--- src/rtl/dequantize_stream_if.sv ---
// Stream bundle for dequantize_stream: INT8 samples in, INT32 dequantized values out.
interface dequantize_stream_if #(
  parameter int unsigned NUM_CH = 16
);
  localparam int unsigned CH_W = $clog2(NUM_CH);

  logic               in_valid;
  logic               in_ready;
  logic signed [7:0]  in_data;
  logic               out_valid;
  logic               out_ready;
  logic signed [31:0] out_data;
  logic [CH_W-1:0]    out_ch;

  // Producer of samples / consumer of results.
  modport master (
    output in_valid, in_data, out_ready,
    input  in_ready, out_valid, out_data, out_ch
  );

  // The dequantizer itself.
  modport slave (
    input  in_valid, in_data, out_ready,
    output in_ready, out_valid, out_data, out_ch
  );
endinterface

--- src/rtl/dequantize_stream.sv ---
// Streaming INT8 -> INT32 dequantizer: out = (x - zp[ch]) * scale[ch], SCALE_Q fraction bits.
// Two-stage valid/ready pipeline walking a per-channel scale/zero-point table.
module dequantize_stream #(
  parameter  int unsigned NUM_CH  = 16,
  parameter  int unsigned SCALE_Q = 8,
  localparam int unsigned CH_W    = $clog2(NUM_CH)
) (
  input  logic               clk,
  input  logic               rst,
  input  logic               cfg_we,
  input  logic [CH_W-1:0]    cfg_addr,
  input  logic signed [15:0] cfg_scale,
  input  logic signed [7:0]  cfg_zp,
  output logic               cfg_err,
  input  logic               ch_restart,
  dequantize_stream_if.slave s
);

  localparam logic signed [15:0] SCALE_ONE = 16'(32'd1 << SCALE_Q);

  logic signed [15:0] scale_tbl [NUM_CH];
  logic signed [7:0]  zp_tbl    [NUM_CH];

  logic               s1_valid;
  logic signed [8:0]  s1_diff;
  logic signed [15:0] s1_scale;
  logic [CH_W-1:0]    s1_ch;
  logic               s2_valid;
  logic [CH_W-1:0]    ch_cnt;

  logic               s2_adv;
  logic               s1_adv;
  logic               in_xfer;
  logic               idle;
  logic [CH_W-1:0]    ch_cur;
  logic signed [8:0]  diff_c;
  logic signed [24:0] prod_c;

  // Flow control, channel selection and datapath arithmetic.
  always_comb begin
    s2_adv  = !s2_valid || s.out_ready;
    s1_adv  = !s1_valid || s2_adv;
    in_xfer = s.in_valid && s1_adv && !rst;
    idle    = !s1_valid && !s2_valid && !in_xfer;
    ch_cur  = ch_restart ? '0 : ch_cnt;
    diff_c  = 9'(s.in_data) - 9'(zp_tbl[ch_cur]);
    prod_c  = 25'(s1_diff) * 25'(s1_scale);
  end

  // in_ready follows out_ready combinationally through the stage-advance chain.
  assign s.in_ready  = s1_adv && !rst;
  assign s.out_valid = s2_valid;

  // Scale/zero-point table; writes land only while the pipeline is idle.
  always_ff @(posedge clk or posedge rst) begin
    if (rst) begin
      for (int i = 0; i < NUM_CH; i++) begin
        scale_tbl[i] <= SCALE_ONE;
        zp_tbl[i]    <= '0;
      end
      cfg_err <= 1'b0;
    end else if (cfg_we) begin
      if (idle) begin
        scale_tbl[cfg_addr] <= cfg_scale;
        zp_tbl[cfg_addr]    <= cfg_zp;
      end else begin
        cfg_err <= 1'b1;
      end
    end
  end

  // Channel counter: one step per accepted sample, restart forces channel 0.
  always_ff @(posedge clk or posedge rst) begin
    if (rst) begin
      ch_cnt <= '0;
    end else if (in_xfer) begin
      ch_cnt <= ch_cur + CH_W'(1);
    end else if (ch_restart) begin
      ch_cnt <= '0;
    end
  end

  // Stage 1: zero-point subtraction, capture scale and channel.
  always_ff @(posedge clk or posedge rst) begin
    if (rst) begin
      s1_valid <= 1'b0;
      s1_diff  <= '0;
      s1_scale <= '0;
      s1_ch    <= '0;
    end else if (s1_adv) begin
      s1_valid <= in_xfer;
      if (in_xfer) begin
        s1_diff  <= diff_c;
        s1_scale <= scale_tbl[ch_cur];
        s1_ch    <= ch_cur;
      end
    end
  end

  // Stage 2: exact 25-bit product, sign-extended into the output register.
  always_ff @(posedge clk or posedge rst) begin
    if (rst) begin
      s2_valid   <= 1'b0;
      s.out_data <= '0;
      s.out_ch   <= '0;
    end else if (s2_adv) begin
      s2_valid <= s1_valid;
      if (s1_valid) begin
        s.out_data <= 32'(prod_c);
        s.out_ch   <= s1_ch;
      end
    end
  end

endmodule

--- src/flat_wrapper.sv ---
// flat-port wrapper written by rule: the top's interface ports become plain ports
module dequantize_stream_flat 
#(
  parameter  int unsigned NUM_CH  = 16,
  parameter  int unsigned SCALE_Q = 8,
  localparam int unsigned CH_W    = $clog2(NUM_CH)
)
  (clk, rst, cfg_we, cfg_addr, cfg_scale, cfg_zp, cfg_err, ch_restart, s_in_valid, s_in_data, s_out_ready, s_in_ready, s_out_valid, s_out_data, s_out_ch);
  dequantize_stream_if #(.NUM_CH(NUM_CH)) s_i ();
  input  logic clk;
  input  logic rst;
  input  logic cfg_we;
  input  logic [CH_W-1:0] cfg_addr;
  input  logic signed [15:0] cfg_scale;
  input  logic signed [7:0] cfg_zp;
  output logic cfg_err;
  input  logic ch_restart;
  input wire logic [$bits(s_i.in_valid)-1:0] s_in_valid;
  input wire logic [$bits(s_i.in_data)-1:0] s_in_data;
  input wire logic [$bits(s_i.out_ready)-1:0] s_out_ready;
  output wire logic [$bits(s_i.in_ready)-1:0] s_in_ready;
  output wire logic [$bits(s_i.out_valid)-1:0] s_out_valid;
  output wire logic [$bits(s_i.out_data)-1:0] s_out_data;
  output wire logic [$bits(s_i.out_ch)-1:0] s_out_ch;
  assign s_i.in_valid = s_in_valid;
  assign s_i.in_data = s_in_data;
  assign s_i.out_ready = s_out_ready;
  assign s_in_ready = s_i.in_ready;
  assign s_out_valid = s_i.out_valid;
  assign s_out_data = s_i.out_data;
  assign s_out_ch = s_i.out_ch;
  dequantize_stream #(.NUM_CH(NUM_CH), .SCALE_Q(SCALE_Q)) u_core (.clk(clk), .rst(rst), .cfg_we(cfg_we), .cfg_addr(cfg_addr), .cfg_scale(cfg_scale), .cfg_zp(cfg_zp), .cfg_err(cfg_err), .ch_restart(ch_restart), .s(s_i));
endmodule
--- config.mk ---
export PLATFORM = sky130hd
export DESIGN_NAME = dequantize_stream_flat
export DESIGN_NICKNAME = d
export VERILOG_FILES = /design/src/rtl/dequantize_stream_if.sv /design/src/rtl/dequantize_stream.sv /design/src/flat_wrapper.sv
export SDC_FILE = /design/constraint.sdc
export NUM_CORES = 1
export LEC_CHECK = 0
export ABC_AREA = 1
export CORE_MARGIN = 2
export CORE_UTILIZATION = 35
export DETAILED_ROUTE_END_ITERATION = 8
export RECOVER_POWER = 50
export SLEW_MARGIN = 20
export SYNTH_ARGS = -nofsm -noshare
export SYNTH_HDL_FRONTEND = slang
export SYNTH_SLANG_ARGS = --single-unit
--- constraint.sdc ---
create_clock -name clk -period 45.1 [get_ports clk]
set_input_delay 9.02 -clock clk [delete_from_list [all_inputs] [get_ports clk]]
set_output_delay 9.02 -clock clk [all_outputs]
set_load 0.1 [all_outputs]
==> results.txt, run 1 <==
----------------------------------------------------
[Outcome]
  Result of the run ... finished, violations left
  Failing checks ... max-capacitance violations, max-slew violations

[Logic synthesis]
  Syn_area_per_cell ... 8.21 um2
  YS warnings ... 0
  Cell area after synthesis ... 25500 um2
  Netlist cell types ... 38
  Share of the yosys chip area belonging to registers ... 0.442
  Register bit total from synthesis ... 449
  Synthesized net count ... 3325
  Synth Instances ... 3102

[Worst setup path]
  Endpoint kind of the worst setup timing path ... output port
  Worst EP arrival ... 14.42 ns
  R2R cell count ... 18
  Data required time of the worst path ... 36.08 ns
  Flop2flop setup slack ... 39.86 ns
  Nature of the critical path startpoint ... primary input
  Setup CP Type ... primary input to output port
  Critical register-to-register path endpoint ... u_core.s.out_data[22]
  R2R Path Start ... u_core.s1_diff[0]
  Highest net fanout along the worst path ... 89

[STA]
  RSZ-0062 raised after global routing ... false
  Clock Skews ... 0.0348 ns
  Count of final max-slew check failures ... 459
  Worst hold margin ... 0.462 ns
  Transition time of the tightest slew-check pin ... 9.11 ns
  Share of the clock period used by the worst path after layout ... 0.520
  Sum of negative setup slack ... 0 ns
  Slew headroom ... -5.08
  Maximum operating frequency ... 42.7 MHz
  # setup viols final ... 0
  Fin crit period ... 23.44 ns
  Fin. Hold Viols ... 0

[Placement]
  Half-perimeter wire length of the detailed placement result ... 41.0 mm
  Final RePlAce weighted congestion ... 0.874
  Port Buf Inserts ... 80

[Detailed routing]
  Post-Route M1 WL ... 33.3 mm
  Met2 Wirelength ... 30.2 mm
  Average wire per standard cell ... 17.0 um
  DRC violation count after routing ... 0
  First-pass iteration count of the detailed router ... 5
  Detailed-route wire length ... 68.4 mm
  Vias after detailed routing ... 20200
  Vias per std cell ... 5.03
  Remaining number of nets flagged by the antenna check after routing ... 0
  Met3 WL post-DR ... 3.47 mm
  Number of design-rule violations left by the first detailed-router iteration ... 1864
  Top routing layer in use ... met4

[Global routing]
  Aggregate global-route resource usage ... 0.186
  Global-route wire length before repair ... 111 mm
  Residual overflow from global routing ... 0
  Pin count of the biggest net entering global routing ... 174
  Initial antenna violation count ... 0
  Via count of the first global-routing pass ... 19500

[Layout]
  Layout cell share with drive strength beyond 1 ... 0.0486
  # diodes ... 0
  Final-layout fill cell count ... 7356
  Total Nets Final ... 3250
  Share of the core filled with cells in the final layout ... 0.395
  Commonest cells after routing, fill and taps aside ... 804 x sky130_fd_sc_hd__nand2_1, 485 x sky130_fd_sc_hd__o21ai_0, 433 x sky130_fd_sc_hd__dfrtp_1
  Most frequent standard cell in the layout excluding fill and tap cells ... sky130_fd_sc_hd__nand2_1
  Signed area change from the synthesized netlist to the final layout ... 11.1%

[Min path]
  Endpoint with the worst hold slack ... u_core.s.out_ch[2]
  Worst min-delay path class ... register to register
  Startpoint of the tightest hold check path ... u_core.s.out_ch[2]
  WHS Path Cells ... 2

[Floorplan]
  Number of core rows ... 98
  Initial standard-cell utilization of the core ... 0.355
  I/O pin count ... 81
  Core area ... 71700 um2
  Die height ... 274 um
  Die area ... 74900 um2
  Die Span X ... 274 um

[Clock tree]
  # resized after CTS ... 0
  Setup repair bufs after CTS ... 0
  Clk Latency, worst-skew pair ... 0.61 ns
  Cell at the root of the clock tree ... sky130_fd_sc_hd__clkbuf_16
  Worst-case clock buffer depth ... 3
  Htree depth ... 2
  CTS sink count ... 449
  Num CTS Buffers ... 49
  Clock edge transition at the registers on the reported setup and hold paths ... 0.05 ns
  Post-CTS Hold Fix Bufs ... 0
  Clock tree from TritonCTS ... yes

[Job]
  Number of max-capacitance violations reported ... 5

[Power and ir drop]
  P_leak ... 0.0138 uW
  Power density relative to cell area ... 58.5 nW/um2
  Highest ir drop seen on vdd ... 0.0603 mV

----------------------------------------------------
## area by class of cell
class	instances	area, um2	share of cell area
Multi-Input combinational cell	2114	12000	0.424
Sequential cell	449	11300	0.398
Clock buffer	67	1410	0.0499
Tap cell	950	1190	0.0420
Inverter	308	1160	0.0409
Timing Repair Buffer	105	970	0.0343
Clock inverter	23	309	0.0109
## critical path, cell delays in order
cell and delay [ns]:
sky130_fd_sc_hd__dlygate4sd3_1 0.54, sky130_fd_sc_hd__clkinvlp_2 2.96, sky130_fd_sc_hd__nand2_1 0.78, sky130_fd_sc_hd__inv_1 0.11, sky130_fd_sc_hd__clkdlybuf4s50_1 0.99
## Yosys cell counts, drive strengths merged
library cell | count | share of area
or2 | 4 | 0.00098
a21oi | 68 | 0.013
o21ai | 609 | 0.12
o21bai | 3 | 0.00088
nand2 | 813 | 0.12
dfrtp | 433 | 0.43
xor2 | 7 | 0.0024
buf | 80 | 0.021
nand3b | 6 | 0.0018
inv | 307 | 0.045
o22ai | 13 | 0.0032
xnor2 | 9 | 0.0031
nand3 | 100 | 0.020
a31oi | 1 | 0.00025
a22oi | 1 | 0.00029
nor3 | 2 | 0.00039
clkbuf | 151 | 0.022
ha | 61 | 0.030
clkinv | 1 | 0.00015
o221ai | 2 | 0.00069
a21o | 1 | 0.00029
o211ai | 74 | 0.022
and2 | 1 | 0.00025
dfstp | 16 | 0.017
nor2 | 204 | 0.030
fa | 120 | 0.094
nand4 | 15 | 0.0047
## flip-flops by register name, indices dropped and copies added (netlist names)
register            count
u_core.s.out_data      25
u_core.s1_valid         1
u_core.s1_diff          9
u_core.s1_scale        16
u_core.s1_ch            4
u_core.scale_tbl      256
u_core.cfg_err          1
u_core.s.out_valid      1
u_core.ch_cnt           4
u_core.s.out_ch         4
u_core.zp_tbl         128
## power breakdown
part | internal (uW) | switching (uW) | leakage [uW]
Sequential | 485 | 60.2 | 0.00589
Clock | 255 | 173 | 0.000859
Combinational | 240 | 443 | 0.00709
## stage by stage
stage / power (uW) / setup WS, ns / instance area [um2] / std cells
CTS: 1670 / 24.64 / 28400 / 4016
global placement: 1230 / 24.61 / 26600 / 3926
finish: 1660 / 21.66 / 28300 / 4016
floorplan: 1080 / 16.51 / 25500 / 3102
detailed placement: 1240 / 24.64 / 26600 / 3926
global route: 1800 / 20.74 / 28300 / 4016
## kinds of logic after synthesis
logic type      Yosys count  synth area share
compound gates          772             0.161
xor+xnor                 16           0.00550
flops                   449             0.442
buf+inv                 539            0.0887
simple gates           1145             0.179
fa+ha+maj               181             0.124
## worst max path at each step
stage                     from    endpoint
final                      rst  s_in_ready
after global routing       rst  s_in_ready
after CTS                  rst  s_in_ready
after global placement     rst  s_in_ready
after floorplan            rst  s_in_ready
after detailed placement   rst  s_in_ready
## metal layers
layer | global-route usage | vias up
met2 | 0.289 | 499
met1 | 0.273 | 9794
li1 | - | 9818
met5 | 0 | -
met3 | 0.0252 | 95
met4 | 0.0482 | 0
Note: power is estimated with default switching activity, not from simulation.
==> inputs of run 2 (changes only) <==
==> constraint.sdc (replaced) <==
create_clock -name clk -period 24.3 [get_ports clk]
set_input_delay 4.86 -clock clk [delete_from_list [all_inputs] [get_ports clk]]
set_output_delay 4.86 -clock clk [all_outputs]
set_load 0.1 [all_outputs]
==> run 2 against run 1 <==
  * The run still ends with max-capacitance violations, max-slew violations left
  * Clock power rose by 86%
  * Via count is essentially flat
  * Critical path type is now primary input to asynchronous set/reset pin
  * Largest cell class unchanged
  * Clock-buffer cell count is 1 lower
  * Utilization about the same
  * Clock skew about the same
  * Sequential share of layout area hardly changed
  * Combinational power is 86% higher
  * Hold slack worse by 0.0083 ns
==> results.txt, run 2 (synthesis gave the netlist of run 1 again) <==
----------------------------------------------------
[Outcome]
  Result of the run ... finished, violations left
  Failing checks ... max-capacitance violations, max-slew violations

[Detailed routing]
  Met3 WL post-DR ... 3.34 mm (-3.9%)
  Detailed-route wire length ... 68.5 mm (+0.15%)
  Post-Route M1 WL ... 33.7 mm (+0.94%)
  Remaining number of nets flagged by the antenna check after routing ... 0 (unchanged)
  First-pass iteration count of the detailed router ... 5 (unchanged)
  Vias after detailed routing ... 20200 (+0.069%)
  Number of design-rule violations left by the first detailed-router iteration ... 1998 (+7.2%)
  Vias per std cell ... 5.04 (+0.14%)
  Met2 Wirelength ... 30.3 mm (+0.32%)
  DRC violation count after routing ... 0 (unchanged)
  Average wire per standard cell ... 17.1 um (+0.23%)
  Top routing layer in use ... met4

[Power and ir drop]
  Total power after layout ... 3070 uW (+86%)
  Power density relative to cell area ... 109 nW/um2 (+86%)
  Highest ir drop seen on vdd ... 0.109 mV (+81%)
  P_leak ... 0.0138 uW (about the same)

[STA]
  Slew headroom ... -4.99 (+0.0902)
  # setup viols final ... 0 (unchanged)
  Fin. Hold Viols ... 0 (unchanged)
  Transition time of the tightest slew-check pin ... 8.98 ns (-0.135 ns)
  Fin crit period ... 15.64 ns
  Share of the clock period used by the worst path after layout ... 0.643
  Clock Skews ... 0.0344 ns (-0.000412 ns)
  Maximum operating frequency ... 64.0 MHz
  RSZ-0062 raised after global routing ... false
  Final WS setup ... 8.66 ns (-13.00 ns)
  Count of final max-slew check failures ... 391 (-15%)
  Sum of negative setup slack ... 0 ns (unchanged)

[Job]
  Number of max-capacitance violations reported ... 4 (-1)

[Layout]
  Layout cell share with drive strength beyond 1 ... 0.0487 (+0.0000635)
  Most frequent standard cell in the layout excluding fill and tap cells ... sky130_fd_sc_hd__nand2_1
  Post-layout instance count excluding filler cells ... 4013 (-0.075%)
  Flip-flop count of the largest register after layout ... 256 (unchanged)
  Total Nets Final ... 3250 (unchanged)
  Signed area change from the synthesized netlist to the final layout ... 11.2% (about the same)
  Biggest register ... u_core.scale_tbl
  Commonest cells after routing, fill and taps aside ... 803 x sky130_fd_sc_hd__nand2_1, 484 x sky130_fd_sc_hd__o21ai_0, 433 x sky130_fd_sc_hd__dfrtp_1
  Top Registers ... u_core.scale_tbl x256, u_core.zp_tbl x128, u_core.s.out_data x25

[Floorplan]
  Die area ... 74900 um2 (unchanged)
  Core area ... 71700 um2 (unchanged)
  Number of core rows ... 98 (unchanged)
  I/O pin count ... 81 (unchanged)
  Die Span X ... 274 um (unchanged)
  Initial standard-cell utilization of the core ... 0.355 (unchanged)
  Die height ... 274 um (unchanged)

[Worst setup path]
  Flop2flop setup slack ... 19.06 ns (-20.80 ns)
  Worst EP arrival ... 14.09 ns (-0.33 ns)
  Nature of the critical path startpoint ... primary input
  Data required time of the worst path ... 22.75 ns (-13.33 ns)
  Crit path max-delay cell type ... sky130_fd_sc_hd__clkbuf_1
  Setup CP Type ... primary input to asynchronous set/reset pin
  Endpoint kind of the worst setup timing path ... asynchronous set/reset pin
  Slowest stage delay, CP ... 6.37 ns (+3.41 ns)
  Sequence of cells on the critical path ... dlygate4sd3_1, clkinvlp_2, clkbuf_1
  Highest net fanout along the worst path ... 173 (+94%)

[Global routing]
  Residual overflow from global routing ... 0 (unchanged)
  Initial antenna violation count ... 0 (unchanged)
  Aggregate global-route resource usage ... 0.186 (-0.000550)
  Via count of the first global-routing pass ... 19400 (-0.36%)
  Pin count of the biggest net entering global routing ... 174 (unchanged)
  Global-route wire length before repair ... 111 mm (+0.31%)

[Placement]
  Setup WS pre-CTS ... 12.20 ns (-12.44 ns)
  Half-perimeter wire length of the detailed placement result ... 40.5 mm (-1.4%)
  Final RePlAce weighted congestion ... 0.870 (-0.48%)
  Port Buf Inserts ... 80 (unchanged)
  Cell Count Post-Placement ... 3926 (unchanged)

[Clock tree]
  Num CTS Buffers ... 49 (unchanged)
  Setup repair bufs after CTS ... 0 (unchanged)
  Post-CTS Hold Fix Bufs ... 0 (unchanged)
  # resized after CTS ... 0 (unchanged)
  Worst-case clock buffer depth ... 3 (unchanged)
  Cell at the root of the clock tree ... sky130_fd_sc_hd__clkbuf_16
  Clock tree from TritonCTS ... yes
  CTS sink count ... 449 (unchanged)
  Htree depth ... 2 (unchanged)
  Clock edge transition at the registers on the reported setup and hold paths ... 0.06 ns (about the same)
  Clk Latency, worst-skew pair ... 0.60 ns (about the same)

[Min path]
  Worst min-delay path class ... register to register

----------------------------------------------------
-- run 2: cell count changes in the layout (fill, tap and decap cells not counted), sizes merged --
cell      before  now
inv          306  307
clkbuf        72   70
diode          0    1
clkinv        18   12
clkinvlp       1    2
buf           20   21
bufinv         6    7
-- run 2: layout make-up --
class | instances | area, um2
Fill cell | 7389 | 43400
Multi-Input combinational cell | 2114 | 12000
Sequential cell | 449 | 11300
Clock buffer | 66 | 1400
Tap cell | 950 | 1190
Inverter | 308 | 1160
Timing Repair Buffer | 105 | 973
Clock inverter | 20 | 318
Antenna cell | 1 | 2.50
-- run 2: path summary, 6_finish.rpt --
check                                       start                    end  cells after the start
worst max-delay path                          rst   u_core.scale_tbl[64]                      3
worst min-delay path               u_core.cfg_err         u_core.cfg_err                      2
worst max register to register  u_core.s1_diff[0]  u_core.s.out_data[22]                     18
worst min register to register     u_core.cfg_err         u_core.cfg_err                      2
max in group clk                              rst             s_in_ready                      5
min in group asynchronous                     rst   u_core.s.out_data[4]                      2
-- run 2: layer usage --
metal / GRT usage / vias to the layer above
met2: 0.290 / 481
li1: - / 9816
met4: 0.0430 / 0
met3: 0.0230 / 78
met1: 0.273 / 9845
met5: 0 / -
-- run 2: critical path: cells and delay by family --
kind,cells,cell delay [ns]
buffers and inverters,3,8.94
-- run 2: power by group --
group          switching [uW]  internal [uW]  leakage [uW]  total [uW]
Sequential                112            900       0.00589        1010
Combinational             820            445       0.00711        1270
Clock                     319            478      0.000847         797
-- run 2: per-stage QoR --
stage               utilization  area [um2]  hold WS (ns)
finish                    0.395       28300         0.453
global route              0.395       28300         0.472
CTS                       0.395       28400         0.465
detailed placement        0.371       26600         0.450
global placement          0.371       26600         0.447
floorplan                     -       25500         0.448
==> inputs of run 3 (changes only) <==
==> constraint.sdc (replaced) <==
create_clock -name clk -period 14.75 [get_ports clk]
set_input_delay 2.95 -clock clk [delete_from_list [all_inputs] [get_ports clk]]
set_output_delay 2.95 -clock clk [all_outputs]
set_load 0.1 [all_outputs]
==> run 3 against run 2 <==
  * Combinational power grew 64%
  * Critical path depth up 2
  * Cell count about the same
  * Clock power rose by 52%
  * Largest power group unchanged
  * Final area down 0.72%
  * Power rose by 61%
  * Largest cell class unchanged
  * Clock-buffer cell count is 6 higher
  * Critical path type is now primary input to output port
  * Via count is essentially flat
  * The run still ends with max-capacitance violations, max-slew violations left
  * Die area unchanged
  * Register-to-register slack lost 9.5 ns
  * Sequential cell count did not move
==> results.txt, run 3 (synthesis gave the netlist of run 1 again) <==
----------------------------------------------------
[STA]
  Sum of negative setup slack ... 0 ns (unchanged)
  RSZ-0062 raised after global routing ... false
  Fin. Hold Viols ... 0 (unchanged)
  Transition time of the tightest slew-check pin ... 3.01 ns (-5.97 ns)
  Fin crit period ... 9.09 ns
  Slew headroom ... -1.01 (+3.98)
  Share of the clock period used by the worst path after layout ... 0.616
  Maximum operating frequency ... 110 MHz
  # setup viols final ... 0 (unchanged)
  Clock Skews ... 0.0292 ns (-0.00518 ns)
  Count of final max-slew check failures ... 435 (+11%)

[Layout]
  Area of all placed cells without fillers ... 28100 um2 (-0.72%)
  # diodes ... 0 (-1)
  Share of the core filled with cells in the final layout ... 0.392 (-0.00282)
  Post-layout instance count excluding filler cells ... 4011 (-0.050%)
  Biggest register ... u_core.scale_tbl
  Final-layout fill cell count ... 7464 (+1.0%)
  Most frequent standard cell in the layout excluding fill and tap cells ... sky130_fd_sc_hd__nand2_1
  Flip-flop count of the largest register after layout ... 256 (unchanged)
  Layout cell share with drive strength beyond 1 ... 0.0425 (-0.00619)
  Signed area change from the synthesized netlist to the final layout ... 10.4%
  Commonest cells after routing, fill and taps aside ... 811 x sky130_fd_sc_hd__nand2_1, 507 x sky130_fd_sc_hd__o21ai_0, 433 x sky130_fd_sc_hd__dfrtp_1
  Total Nets Final ... 3249 (-0.031%)
  Top Registers ... u_core.scale_tbl x256, u_core.zp_tbl x128, u_core.s.out_data x25

[Clock tree]
  Clock edge transition at the registers on the reported setup and hold paths ... 0.06 ns (about the same)
  Worst-case clock buffer depth ... 3 (unchanged)
  Setup repair bufs after CTS ... 0 (unchanged)
  # resized after CTS ... 0 (unchanged)
  Post-CTS Hold Fix Bufs ... 0 (unchanged)
  Clk Latency, worst-skew pair ... 0.61 ns (about the same)
  Cell at the root of the clock tree ... sky130_fd_sc_hd__clkbuf_16
  CTS sink count ... 449 (unchanged)
  Clock tree from TritonCTS ... yes
  Htree depth ... 2 (unchanged)
  Num CTS Buffers ... 48 (-2.0%)

[Placement]
  Half-perimeter wire length of the detailed placement result ... 41.2 mm (+1.8%)
  Placed Area ... 26600 um2 (about the same)
  Port Buf Inserts ... 80 (unchanged)
  Final RePlAce weighted congestion ... 0.882 (+1.3%)
  Cell Count Post-Placement ... 3926 (unchanged)

[Worst setup path]
  Worst EP arrival ... 6.14 ns (-7.95 ns)
  Highest net fanout along the worst path ... 36 (-79%)
  Flop2flop setup slack ... 9.51 ns (-9.55 ns)
  Nature of the critical path startpoint ... primary input
  Endpoint kind of the worst setup timing path ... output port
  R2R Path Start ... u_core.s.out_valid
  R2R cell count ... 10 (-8)
  Setup CP Type ... primary input to output port
  Data required time of the worst path ... 11.80 ns (-10.95 ns)
  Critical register-to-register path endpoint ... u_core.zp_tbl[112]

[Detailed routing]
  Remaining number of nets flagged by the antenna check after routing ... 0 (unchanged)
  Detailed-route wire length ... 68.6 mm (+0.16%)
  Average wire per standard cell ... 17.1 um (+0.21%)
  DRC violation count after routing ... 0 (unchanged)
  Number of design-rule violations left by the first detailed-router iteration ... 1858 (-7.0%)
  Vias per std cell ... 5.04 (about the same)
  Vias after detailed routing ... 20200 (-0.025%)
  First-pass iteration count of the detailed router ... 5 (unchanged)

[Power and ir drop]
  Switching pwr ... 2050 uW (+64%)
  Switching Fraction ... 0.414 (+0.00705)
  Power density relative to cell area ... 176 nW/um2 (+63%)
  Highest ir drop seen on vdd ... 0.213 mV (+96%)
  Part of the power in combinational logic ... 0.420 (+0.008)
  P_leak ... 0.0137 uW (-0.99%)
  Internal Pwr Total ... 2910 uW (+59%)
  Part of the total power dissipated in the clock network ... 0.244 (-0.015)
  Register share of total power ... 0.336 (+0.007)

[Global routing]
  Initial antenna violation count ... 0 (unchanged)
  Aggregate global-route resource usage ... 0.187 (+0.00149)
  Residual overflow from global routing ... 0 (unchanged)
  Via count of the first global-routing pass ... 19600 (+1.1%)
  Pin count of the biggest net entering global routing ... 164 (-5.7%)
  Global-route wire length before repair ... 112 mm (+0.77%)

[Floorplan]
  Die area ... 74900 um2 (unchanged)
  Number of core rows ... 98 (unchanged)
  Die Span X ... 274 um (unchanged)
  Die height ... 274 um (unchanged)
  I/O pin count ... 81 (unchanged)
  Initial standard-cell utilization of the core ... 0.355 (unchanged)
  Core area ... 71700 um2 (unchanged)

[Min path]
  WHS Path Cells ... 2 (unchanged)
  Endpoint with the worst hold slack ... u_core.cfg_err
  Startpoint of the tightest hold check path ... u_core.cfg_err
  Worst min-delay path class ... register to register

[Outcome]
  Result of the run ... finished, violations left
  Failing checks ... max-capacitance violations, max-slew violations

[Job]
  Number of max-capacitance violations reported ... 9 (+5)

----------------------------------------------------
run 3: cell types whose count changed in the layout (fill, tap and decap cells not counted), moves of 4 or more:
cell and delta:
sky130_fd_sc_hd__nand2_2 -4, sky130_fd_sc_hd__nand2_1 +8, sky130_fd_sc_hd__o21ai_0 +23, sky130_fd_sc_hd__bufinv_16 -5, sky130_fd_sc_hd__clkbuf_1 +7, sky130_fd_sc_hd__nand2_4 -4
sky130_fd_sc_hd__o21ai_1 -23
run 3: worst max-delay path by stage:
stage,start,to,slack [ns],depth (start not counted)
2_1_floorplan,rst,s_in_ready,1.63,3
3_3_place_gp,rst,s_in_ready,6.31,5
3_5_place_dp,rst,s_in_ready,6.34,5
4_1_cts,rst,s_in_ready,6.33,5
5_1_grt,rst,u_core.scale_tbl[234],4.78,9
6_report,rst,s_in_ready,5.66,5
run 3: worst max-delay path, cell delays in order:
cell and delay [ns]:
sky130_fd_sc_hd__dlygate4sd3_1 0.54, sky130_fd_sc_hd__clkinvlp_2 1.15, sky130_fd_sc_hd__nand2_1 0.38, sky130_fd_sc_hd__clkinv_1 0.13
sky130_fd_sc_hd__clkdlybuf4s50_1 0.98
run 3: area by class of cell:
| cell class | count | area [um2] | area share |
|---|---|---|---|
| well taps | 950 | 1190 | 0.0423 |
| flip-flops and latches | 449 | 11300 | 0.400 |
| multi-input cells | 2114 | 12000 | 0.426 |
| clock buffers | 72 | 1400 | 0.0498 |
| clock inverters | 13 | 155 | 0.00552 |
| repair buffers | 105 | 986 | 0.0351 |
| inverters | 308 | 1160 | 0.0412 |
run 3: routing by layer:
layer | global-route usage | routed length, um | up-vias
met3 | 0.0239 | 3440 | 99
met5 | 0 | 0 | -
met1 | 0.272 | 33000 | 9859
met2 | 0.294 | 30600 | 463
li1 | - | - | 9794
met4 | 0.0493 | 1520 | 0
run 3: power groups by stage:
stage,clock (uW),sequential [uW],combinational [uW]
after floorplan,0,1830,1480
after global placement,0,1680,2090
after detailed placement,0,1680,2110
after CTS,1230,1670,2130
after global routing,1280,1700,2400
final,1210,1670,2080
run 3: per-stage QoR:
step	worst slack [ns]	total power, uW	hold WS (ns)
after floorplan	1.63	3310	0.448
after global placement	6.31	3770	0.449
after detailed placement	6.34	3790	0.451
after CTS	6.33	5020	0.467
after global routing	4.78	5380	0.485
final	5.66	4960	0.454
